**src/rtl/hazard_ctrl.sv**
```systemverilog
// rtl/hazard_ctrl.sv - decode-stage hazard, forwarding and multi-cycle hold controller
module hazard_ctrl #(
    parameter int MC_LAT = 4,
    parameter int CNT_W  = 16
) (
    input  logic             clk,
    input  logic             reset_n,
    input  logic [4:0]       id_rs1,
    input  logic [4:0]       id_rs2,
    input  logic             id_use_rs1,
    input  logic             id_use_rs2,
    input  logic [4:0]       id_destreg,
    input  logic             id_regwrite,
    input  logic             id_load,
    input  logic             id_multi,
    input  logic             id_taken,
    output logic             stall,
    output logic             squash,
    output logic [1:0]       aluselectA,
    output logic [1:0]       aluselectB,
    output logic             ex_hold,
    output logic [CNT_W-1:0] stall_count
);

    localparam int MC_W = (MC_LAT > 1) ? $clog2(MC_LAT) : 1;
    localparam logic [MC_W-1:0] MC_INIT = MC_W'(MC_LAT - 1);

    // Destination tracking for the instructions currently in EX and MEM
    logic [4:0]      ex_dst;
    logic            ex_wr;
    logic            ex_load;
    logic [4:0]      mem_dst;
    logic            mem_wr;
    logic [MC_W-1:0] mc_cnt;

    logic ex_match_a, ex_match_b, mem_match_a, mem_match_b;
    logic load_use, hold_raw, stall_raw;

    // Match detection; a source that is not read never matches
    always_comb begin
        ex_match_a  = id_use_rs1 && ex_wr  && (ex_dst  == id_rs1) && (id_rs1 != 5'd0);
        ex_match_b  = id_use_rs2 && ex_wr  && (ex_dst  == id_rs2) && (id_rs2 != 5'd0);
        mem_match_a = id_use_rs1 && mem_wr && (mem_dst == id_rs1) && (id_rs1 != 5'd0);
        mem_match_b = id_use_rs2 && mem_wr && (mem_dst == id_rs2) && (id_rs2 != 5'd0);
        load_use    = (ex_match_a || ex_match_b) && ex_load;
        hold_raw    = (mc_cnt != '0);
        stall_raw   = hold_raw || load_use;
    end

    // Output decode; everything is forced quiet while reset is asserted
    always_comb begin
        aluselectA = 2'b00;
        aluselectB = 2'b00;
        if (ex_match_a && !ex_load) begin
            aluselectA = 2'b01;
        end else if (mem_match_a) begin
            aluselectA = 2'b10;
        end
        if (ex_match_b && !ex_load) begin
            aluselectB = 2'b01;
        end else if (mem_match_b) begin
            aluselectB = 2'b10;
        end
        if (!reset_n) begin
            aluselectA = 2'b00;
            aluselectB = 2'b00;
        end
        ex_hold = reset_n && hold_raw;
        stall   = reset_n && stall_raw;
        squash  = reset_n && id_taken && !stall_raw;
    end

    // Pipeline tracking: hold keeps EX and drains MEM, stall bubbles EX, else advance
    always_ff @(posedge clk) begin
        if (!reset_n) begin
            ex_dst  <= 5'd0;
            ex_wr   <= 1'b0;
            ex_load <= 1'b0;
            mem_dst <= 5'd0;
            mem_wr  <= 1'b0;
        end else if (hold_raw) begin
            mem_dst <= 5'd0;
            mem_wr  <= 1'b0;
        end else if (stall_raw) begin
            mem_dst <= ex_dst;
            mem_wr  <= ex_wr;
            ex_dst  <= 5'd0;
            ex_wr   <= 1'b0;
            ex_load <= 1'b0;
        end else begin
            mem_dst <= ex_dst;
            mem_wr  <= ex_wr;
            ex_dst  <= id_destreg;
            ex_wr   <= id_regwrite;
            ex_load <= id_load;
        end
    end

    // Multi-cycle occupancy counter, loaded when a multi-cycle op enters EX
    always_ff @(posedge clk) begin
        if (!reset_n) begin
            mc_cnt <= '0;
        end else if (hold_raw) begin
            mc_cnt <= mc_cnt - MC_W'(1);
        end else if (!stall_raw && id_multi) begin
            mc_cnt <= MC_INIT;
        end
    end

    // Free-running count of stalled cycles, wraps naturally
    always_ff @(posedge clk) begin
        if (!reset_n) begin
            stall_count <= '0;
        end else if (stall_raw) begin
            stall_count <= stall_count + CNT_W'(1);
        end
    end

endmodule
```
**config.mk**
```make
export PLATFORM = sky130hd
export DESIGN_NAME = hazard_ctrl
export DESIGN_NICKNAME = d
export VERILOG_FILES = /design/src/rtl/hazard_ctrl.sv
export SDC_FILE = /design/constraint.sdc
export NUM_CORES = 1
export LEC_CHECK = 0
export ABC_AREA = 0
export BUFFER_PORTS_ARGS = -buffer_cell sky130_fd_sc_hd__buf_2
export CORE_ASPECT_RATIO = 1.5
export CORE_MARGIN = 5
export CORE_UTILIZATION = 50
export CTS_BUF_LIST = sky130_fd_sc_hd__clkbuf_2
export DETAILED_ROUTE_END_ITERATION = 12
export PLACE_DENSITY = 0.85
export SYNTH_ARGS = -nofsm -noshare
export SYNTH_HDL_FRONTEND = slang
export SYNTH_SLANG_ARGS = --single-unit
```
**constraint.sdc**
```tcl
create_clock -name clk -period 4.2 [get_ports clk]
set_clock_uncertainty 0.15 [all_clocks]
set_input_delay 0.21 -clock clk [delete_from_list [all_inputs] [get_ports clk]]
set_output_delay 0.21 -clock clk [all_outputs]
set_load 0.02 [all_outputs]
```
==> results of run 1 <==
-- cell type report --
| type | count | area, sq um | area share (%) |
|---|---|---|---|
| Tap cell | 43 | 53.8 | 2.43 |
| Multi-Input combinational cell | 160 | 1150 | 51.7 |
| Inverter | 5 | 18.8 | 0.846 |
| Sequential cell | 31 | 621 | 28.0 |
| Clock buffer | 5 | 25.0 | 1.13 |
| Timing Repair Buffer | 54 | 313 | 14.1 |
| Clock inverter | 3 | 38.8 | 1.75 |
-- cell families after synthesis --
group | count (synthesis)
buf+inv | 17
mux | 14
compound gates | 32
flops | 31
simple gates | 92
xor+xnor | 20
fa+ha+maj | 2
-- cell usage in the layout, fill, tap and decap left out, drive strengths merged --
| master | instances |
|---|---|
| a2111oi | 1 |
| a211o | 1 |
| a211oi | 9 |
| a21bo | 1 |
| a21boi | 5 |
| a21oi | 4 |
| a41oi | 1 |
| and2 | 2 |
| and3 | 7 |
| and4 | 4 |
| buf | 46 |
| bufinv | 1 |
| clkbuf | 5 |
| clkinv | 2 |
| dfxtp | 31 |
| dlygate4sd3 | 8 |
| ha | 2 |
| inv | 5 |
| mux2i | 14 |
| nand2 | 28 |
| nand2b | 19 |
| nand3 | 7 |
| nand3b | 4 |
| nand4 | 5 |
| nand4b | 2 |
| nor2 | 4 |
| nor2b | 1 |
| nor3 | 2 |
| nor3b | 1 |
| nor4 | 4 |
| o211ai | 1 |
| o21ai | 9 |
| or4 | 2 |
| xnor2 | 4 |
| xor2 | 16 |
-- where the power goes --
group | internal, mW | switching [mW] | leakage (nW)
clock network | 0.0980 | 0.103 | 0.0404
registers | 0.327 | 0.0398 | 0.252
logic | 0.0997 | 0.140 | 0.670
-- layer usage --
layer | vias up | track usage, %
met5 | - | 0
met4 | 0 | 8.06
met3 | 10 | 3.69
met2 | 52 | 28.3
met1 | 720 | 21.8
li1 | 831 | -
-- worst reg2reg max path, cell delays in order (launching register included) --
cell and delay [ns]:
dfxtp_1 0.38, xor2_1 0.19, nor4_2 0.36, nand4b_2 0.20
a21bo_4 0.35, a2111oi_4 0.40, mux2i_1 0.21
-- per-stage QoR --
stage,worst slack (ns),util (%),instance area (sq um),total power [mW]
floorplan,2.14,-,1850,0.542
global placement,1.74,57.4,2070,0.601
detailed placement,1.70,57.4,2070,0.609
CTS,1.44,61.3,2220,0.814
global route,1.29,61.3,2220,0.862
finish,1.51,61.3,2220,0.808
-- worst max path at each step --
stage              start    end  slack, ns  cells past startpoint
2_1_floorplan  ex_dst[2]  stall       2.14                      7
3_3_place_gp   id_rs1[0]  stall       1.74                      8
3_5_place_dp   id_rs2[0]  stall       1.70                      8
4_1_cts        ex_dst[2]  stall       1.44                      7
5_1_grt        ex_dst[2]  stall       1.29                      7
6_report       ex_dst[2]  stall       1.51                      7
-- state kept, by name, indices dropped and copies added, names as in the netlist --
register,cells
ex_dst,5
stall_count,16
mem_dst,5
ex_load,1
ex_wr,1
mc_cnt,2
mem_wr,1
-- repair_timing --
action | in CTS | in global routing
endpoints found under the hold margin | 9 | 0
gates resized for setup | 0 | 0
endpoints found under the setup margin | 0 | 0
hold buffers | 8 | 0
==> impl_metrics.json, run 1 <==
{
  "status": "complete, no violations",
  "drv_slew": 0,
  "hold_path_end": "ex_dst[1]",
  "leakagePower_nw": 0.962,
  "synthCells": 208,
  "layout-drive-gt1-share_pct": 25.6,
  "min_path_cells": 3,
  "grt_start_max_net_pins": 58,
  "ant_nets": 0,
  "post-route-min-period_ns": 2.69,
  "synth_area_per_cell_sq_um": 8.88,
  "fin_tns_setup_ns": 0,
  "yosysWarnings": 0,
  "hpwl_mm": 2.98,
  "seq_area_frac_synth_pct": 33.6,
  "cts_buffers": 5,
  "cts_sinks": 31,
  "crit_type": "reg -> out",
  "synth_area_leaders": "dfxtp_1 34%, mux2i_1 7.6%, xor2_1 7.6%",
  "end_kind": "primary output",
  "synthAdderAreaFrac_pct": 1.35,
  "synth_fp_nets": 233,
  "crit_chain": "xor2_1 -> nor4_2 -> nand4b_2 -> a21bo_4 -> nand2_1 -> and2_1 -> buf_2",
  "drt-initial-drc-count": 67,
  "fin_cells": 301,
  "ys.flop_type": "dfxtp_1",
  "placed_cells": 285,
  "route.met2.wl_mm": 2.00,
  "dieHeight_um": 84.5,
  "die_area_sq_um": 5040,
  "clockBufferDepth": 2,
  "initial_utilization_pct": 51.1,
  "yosysMostFrequentCell": "dfxtp_1",
  "grt_pass1_wl_mm": 6.87,
  "area_delta_synth_final_pct": 20.0,
  "synth_edf_count": 0,
  "synth-simple-area-share_pct": 28.8,
  "cp_max_fo": 24,
  "gr-usage-all-layers_pct": 17.6,
  "cts-htree-levels": 2,
  "cts_tree": "yes",
  "r2r.worst_path.cells": 6,
  "wire_per_inst_um": 13.5,
  "antenna_found_initial": 0,
  "hold_viol_final": 0,
  "reg2reg_slack_ns": 1.90,
  "ys_seq_elements": 31,
  "hold_path_class": "in -> reg",
  "timing.max_cap.violations": 0,
  "syn_area_sq_um": 1850,
  "power.density_nw_per_um2": 364,
  "min_from": "reset_n",
  "met1_length_mm": 1.71,
  "crit_buf_inv": 1,
  "port_buffers": 45,
  "synth_common_cells": "31 x dfxtp_1, 28 x nand2_1, 19 x nand2b_1",
  "rows": 27,
  "grt_pass1_vias": 1522,
  "critical_path_arrival_ns": 2.33,
  "whs_ns": 0.298,
  "synth_top_family_by_area": "simple AND/OR/NAND/NOR gates",
  "ir_drop_mv": 0.227,
  "worstReg2RegEnd": "stall_count[6]",
  "yosysUniqueCellTypes": 36,
  "drc": 0,
  "nets": 282,
  "setup_viol_count_final": 0,
  "gp_congestion": 0.957,
  "slowest_delay_ns": 0.38,
  "synth_top_area_share_pct": 33.6,
  "synth_top_area_cell": "dfxtp_1",
  "globalRouteOverflowTotal": 0,
  "die_w_um": 59.6,
  "wl_met3_um": 223,
  "postCtsSetupRepairBufs": 0,
  "min_period_over_period_pct": 64.1,
  "nFillCells": 332,
  "cp-start-kind": "flop",
  "highest_layer": "met4",
  "vias_per_cell": 5.36,
  "cp_slowest_cell": "dfxtp_1",
  "worst-endpoint-required_ns": 3.84,
  "muxShareOfSynthArea_pct": 7.58,
  "path_clk_slew_ns": 0.16,
  "n_antenna_cell": 0,
  "design.portCount": 46,
  "r2r-start": "ex_dst[2]",
  "vias": 1613,
  "worst_slew_pin_slew_ns": 0.867,
  "fmaxAchievable_mhz": 372,
  "relSlewSlack_pct": 42.2,
  "first_pass_iters": 5,
  "synth_xor_area_share_pct": 9.48,
  "synth_compound_area_share_pct": 14.8,
  "async_flop_share_pct": 0,
  "rsz0062_at_grt": "no",
  "wirelength_mm": 4.05,
  "coreArea_sq_um": 3610,
  "cts_root_buf": "clkbuf_2",
  "cp_top_family": "simple AND/OR/NAND/NOR gates",
  "clock_latency_ns": 0.37
}
Power figures use the tool's default switching activity.
==> run 2, diff against run 1 <==
--- a/config.mk
+++ b/config.mk
@@ -5,14 +5,14 @@
 export SDC_FILE = /design/constraint.sdc
 export NUM_CORES = 1
 export LEC_CHECK = 0
-export ABC_AREA = 0
+export ABC_AREA = 1
 export BUFFER_PORTS_ARGS = -buffer_cell sky130_fd_sc_hd__buf_2
 export CORE_ASPECT_RATIO = 1.5
 export CORE_MARGIN = 5
 export CORE_UTILIZATION = 50
 export CTS_BUF_LIST = sky130_fd_sc_hd__clkbuf_2
 export DETAILED_ROUTE_END_ITERATION = 12
-export PLACE_DENSITY = 0.85
+export PLACE_DENSITY = 0.84
 export SYNTH_ARGS = -nofsm -noshare
 export SYNTH_HDL_FRONTEND = slang
 export SYNTH_SLANG_ARGS = --single-unit
==> constraint.sdc (replaced) <==
create_clock -name clk -period 2.8 [get_ports clk]
set_clock_uncertainty 0.15 [all_clocks]
set_input_delay 0.14 -clock clk [delete_from_list [all_inputs] [get_ports clk]]
set_output_delay 0.14 -clock clk [all_outputs]
set_load 0.02 [all_outputs]
==> run 2 against run 1 <==
Effect of this change:
- wire length grew 18%
- sequential share of layout area fell by 0.89 points
- global-route usage up 2.6 points
==> impl_metrics.json, run 2 <==
{
  "whs_ns": 0.351,
  "yosysMostFrequentCell": "nand2_1",
  "timing.max_cap.violations": 0,
  "dieHeight_um": 86.5,
  "vias": 1949,
  "drv_slew": 0,
  "n_antenna_cell": 0,
  "grt_pass1_wl_mm": 8.12,
  "die_w_um": 61.0,
  "wirelength_mm": 4.79,
  "synth_edf_count": 0,
  "min_from": "ex_dst[2]",
  "top_register": "stall_count",
  "final_common_cell": "nand2_1",
  "ys.flop_type": "dfxtp_1",
  "antenna_found_initial": 0,
  "area_delta_synth_final_pct": 17.3,
  "critical_path_arrival_ns": 1.94,
  "status": "complete, no violations",
  "crit_chain": "nand2_1 -> a21oi_1 -> nand2_1 -> nor2_2 -> nand2_1 -> nand2_2 -> nand2_4 -> nand2_8 -> nand2_1 -> inv_1 -> buf_2",
  "post-route-min-period_ns": 2.23,
  "gp_congestion": 0.905,
  "cts_tree": "yes",
  "wire_per_inst_um": 12.5,
  "leakagePower_nw": 1.05,
  "cts_root_buf": "clkbuf_2",
  "syn_area_sq_um": 1950,
  "synth_top_area_cell": "dfxtp_1",
  "vias_per_cell": 5.10,
  "ant_nets": 0,
  "async_flop_share_pct": 0,
  "synthCells": 284,
  "nets": 363,
  "fin_tns_setup_ns": 0,
  "globalRouteOverflowTotal": 0,
  "synth_fp_nets": 309,
  "synth_area_per_cell_sq_um": 6.87,
  "gr-usage-all-layers_pct": 20.1,
  "multiInputGateArea_sq_um": 1120,
  "grt_start_max_net_pins": 25,
  "first_pass_iters": 4,
  "layout_common_cells": "72 x nand2_1, 45 x buf_2, 31 x nand3_1, 31 x dfxtp_1, 28 x nor2_1",
  "cp_common_cell": "nand2_1",
  "nFillCells": 369,
  "fmaxAchievable_mhz": 448,
  "r2r.worst_path.cells": 6,
  "drc": 0,
  "cp_top_family": "simple AND/OR/NAND/NOR gates",
  "ys_seq_elements": 31,
  "yosysUniqueCellTypes": 30,
  "setup_viol_count_final": 0,
  "design.portCount": 46,
  "synth_top_area_share_pct": 31.8,
  "worstReg2RegEnd": "ex_dst[1]",
  "place_area_sq_um": 2160,
  "relSlewSlack_pct": 55.1,
  "total_power_mw": 1.03,
  "power.density_nw_per_um2": 451,
  "r2r-start": "mc_cnt[0]",
  "crit_buf_inv": 2,
  "min_path_cells": 2,
  "ir_drop_mv": 0.282,
  "cts_buffers": 5,
  "hold_path_end": "mem_dst[2]",
  "cp_slowest_cell": "dfxtp_1",
  "rsz0062_at_grt": "no",
  "largest_reg_flops": 16,
  "synth_area_leaders": "dfxtp_1 32%, nand2_1 14%, nand3_1 7.9%",
  "postCtsSetupRepairBufs": 0,
  "seq_area_frac_synth_pct": 31.8,
  "synth_common_cells": "72 x nand2_1, 31 x dfxtp_1, 31 x nand3_1",
  "min_period_over_period_pct": 79.7,
  "cp_max_fo": 24,
  "port_buffers": 45,
  "cts-htree-levels": 2,
  "clockBufferDepth": 2,
  "worst-endpoint-required_ns": 2.51,
  "path_clk_slew_ns": 0.17,
  "dp_slack_ns": 0.965,
  "seq_area_sq_um": 621,
  "reg2reg_slack_ns": 0.94,
  "cts_sinks": 31,
  "hpwl_mm": 3.69,
  "final_cell_area_sq_um": 2290,
  "hold_viol_final": 0,
  "coreArea_sq_um": 3720,
  "slowest_delay_ns": 0.42,
  "hold_path_class": "reg -> reg",
  "die_area_sq_um": 5280,
  "worst_slew_pin_slew_ns": 0.672,
  "worst_slack_ns": 0.567,
  "drt-initial-drc-count": 68,
  "grt_pass1_vias": 1959,
  "crit_type": "reg -> out",
  "initial_utilization_pct": 52.5,
  "clock_latency_ns": 0.37,
  "reg_top3": "stall_count x16, ex_dst x5, mem_dst x5",
  "cp-start-kind": "flop",
  "yosysWarnings": 0,
  "end_kind": "primary output",
  "rows": 27,
  "layout-drive-gt1-share_pct": 28.6
}
-- run 2: cell count changes after synthesis, sizes merged, moves of 8 or more --
| cell | previous run | this run |
|---|---|---|
| a211oi | 9 | 0 |
| a21oi | 4 | 17 |
| clkbuf | 9 | 1 |
| nand3 | 7 | 33 |
| nand2 | 28 | 86 |
| nor2 | 4 | 35 |
| inv | 5 | 36 |
| nand2b | 19 | 0 |
| mux2i | 14 | 0 |
-- run 2: per-layer routing --
layer / GRT usage, % / up-vias / share of wire, %
li1: - / 995 / -
met1: 20.4 / 891 / 38
met2: 38.7 / 54 / 54
met3: 4.02 / 9 / 5.6
met4: 7.10 / 0 / 1.9
met5: 0 / - / 0
-- run 2: repair_timing --
item / CTS / global route
gates resized for setup: 0 / 0
hold buffers: 9 / 0
hold endpoints to repair: 15 / 0
-- run 2: power breakdown --
part,total [mW],leakage (nW),internal (mW),switching (mW)
Sequential,0.513,0.252,0.479,0.0340
Clock,0.212,0.0281,0.0601,0.152
Combinational,0.308,0.771,0.102,0.205
Total,1.03,1.05,0.642,0.392
-- run 2: per-stage QoR --
step | std cells | util (%)
6_report | 382 | 61.6
5_1_grt | 382 | 61.6
4_1_cts | 382 | 61.6
3_5_place_dp | 365 | 58.2
3_3_place_gp | 365 | 58.2
2_1_floorplan | 284 | -
-- run 2: how the worst max path moves through the flow --
| stage | start | to | slack [ns] | cells past startpoint |
|---|---|---|---|---|
| global route | ex_dst[3] | stall | 0.36 | 11 |
| finish | ex_wr | stall | 0.57 | 11 |
| detailed placement | mc_cnt[0] | ex_dst[1] | 0.96 | 6 |
| floorplan | stall_count[0] | stall_count[14] | 1.02 | 7 |
| CTS | mc_cnt[0] | stall | 0.56 | 6 |
| global placement | mc_cnt[0] | ex_dst[1] | 0.99 | 6 |
-- run 2: logic make-up (layout without fill, tap and decap cells) --
family,after synthesis,count (layout),synth area share [%]
flip-flops,31,31,31.8
AO/OA/AOI/OAI,26,26,8.78
AND/OR/NAND/NOR,165,165,39.9
adder cells (fa/ha/maj),2,2,1.28
buffers and inverters,44,99,10.6
XOR/XNOR,16,16,7.56
-- run 2: tightest hold or removal path: stages, from the launching register on --
cell,delay [ns]
dfxtp_1,0.36
inv_2,0.08
nor2_1,0.04
-- run 2: area by class of cell --
type,instances,share of cell area (%)
inverter,37,6.07
timing repair buffer,54,13.8
tap,43,2.35
clock buffer,6,1.31
clock inverter,2,0.328
sequential,31,27.1
multi-input combinational,209,49.1
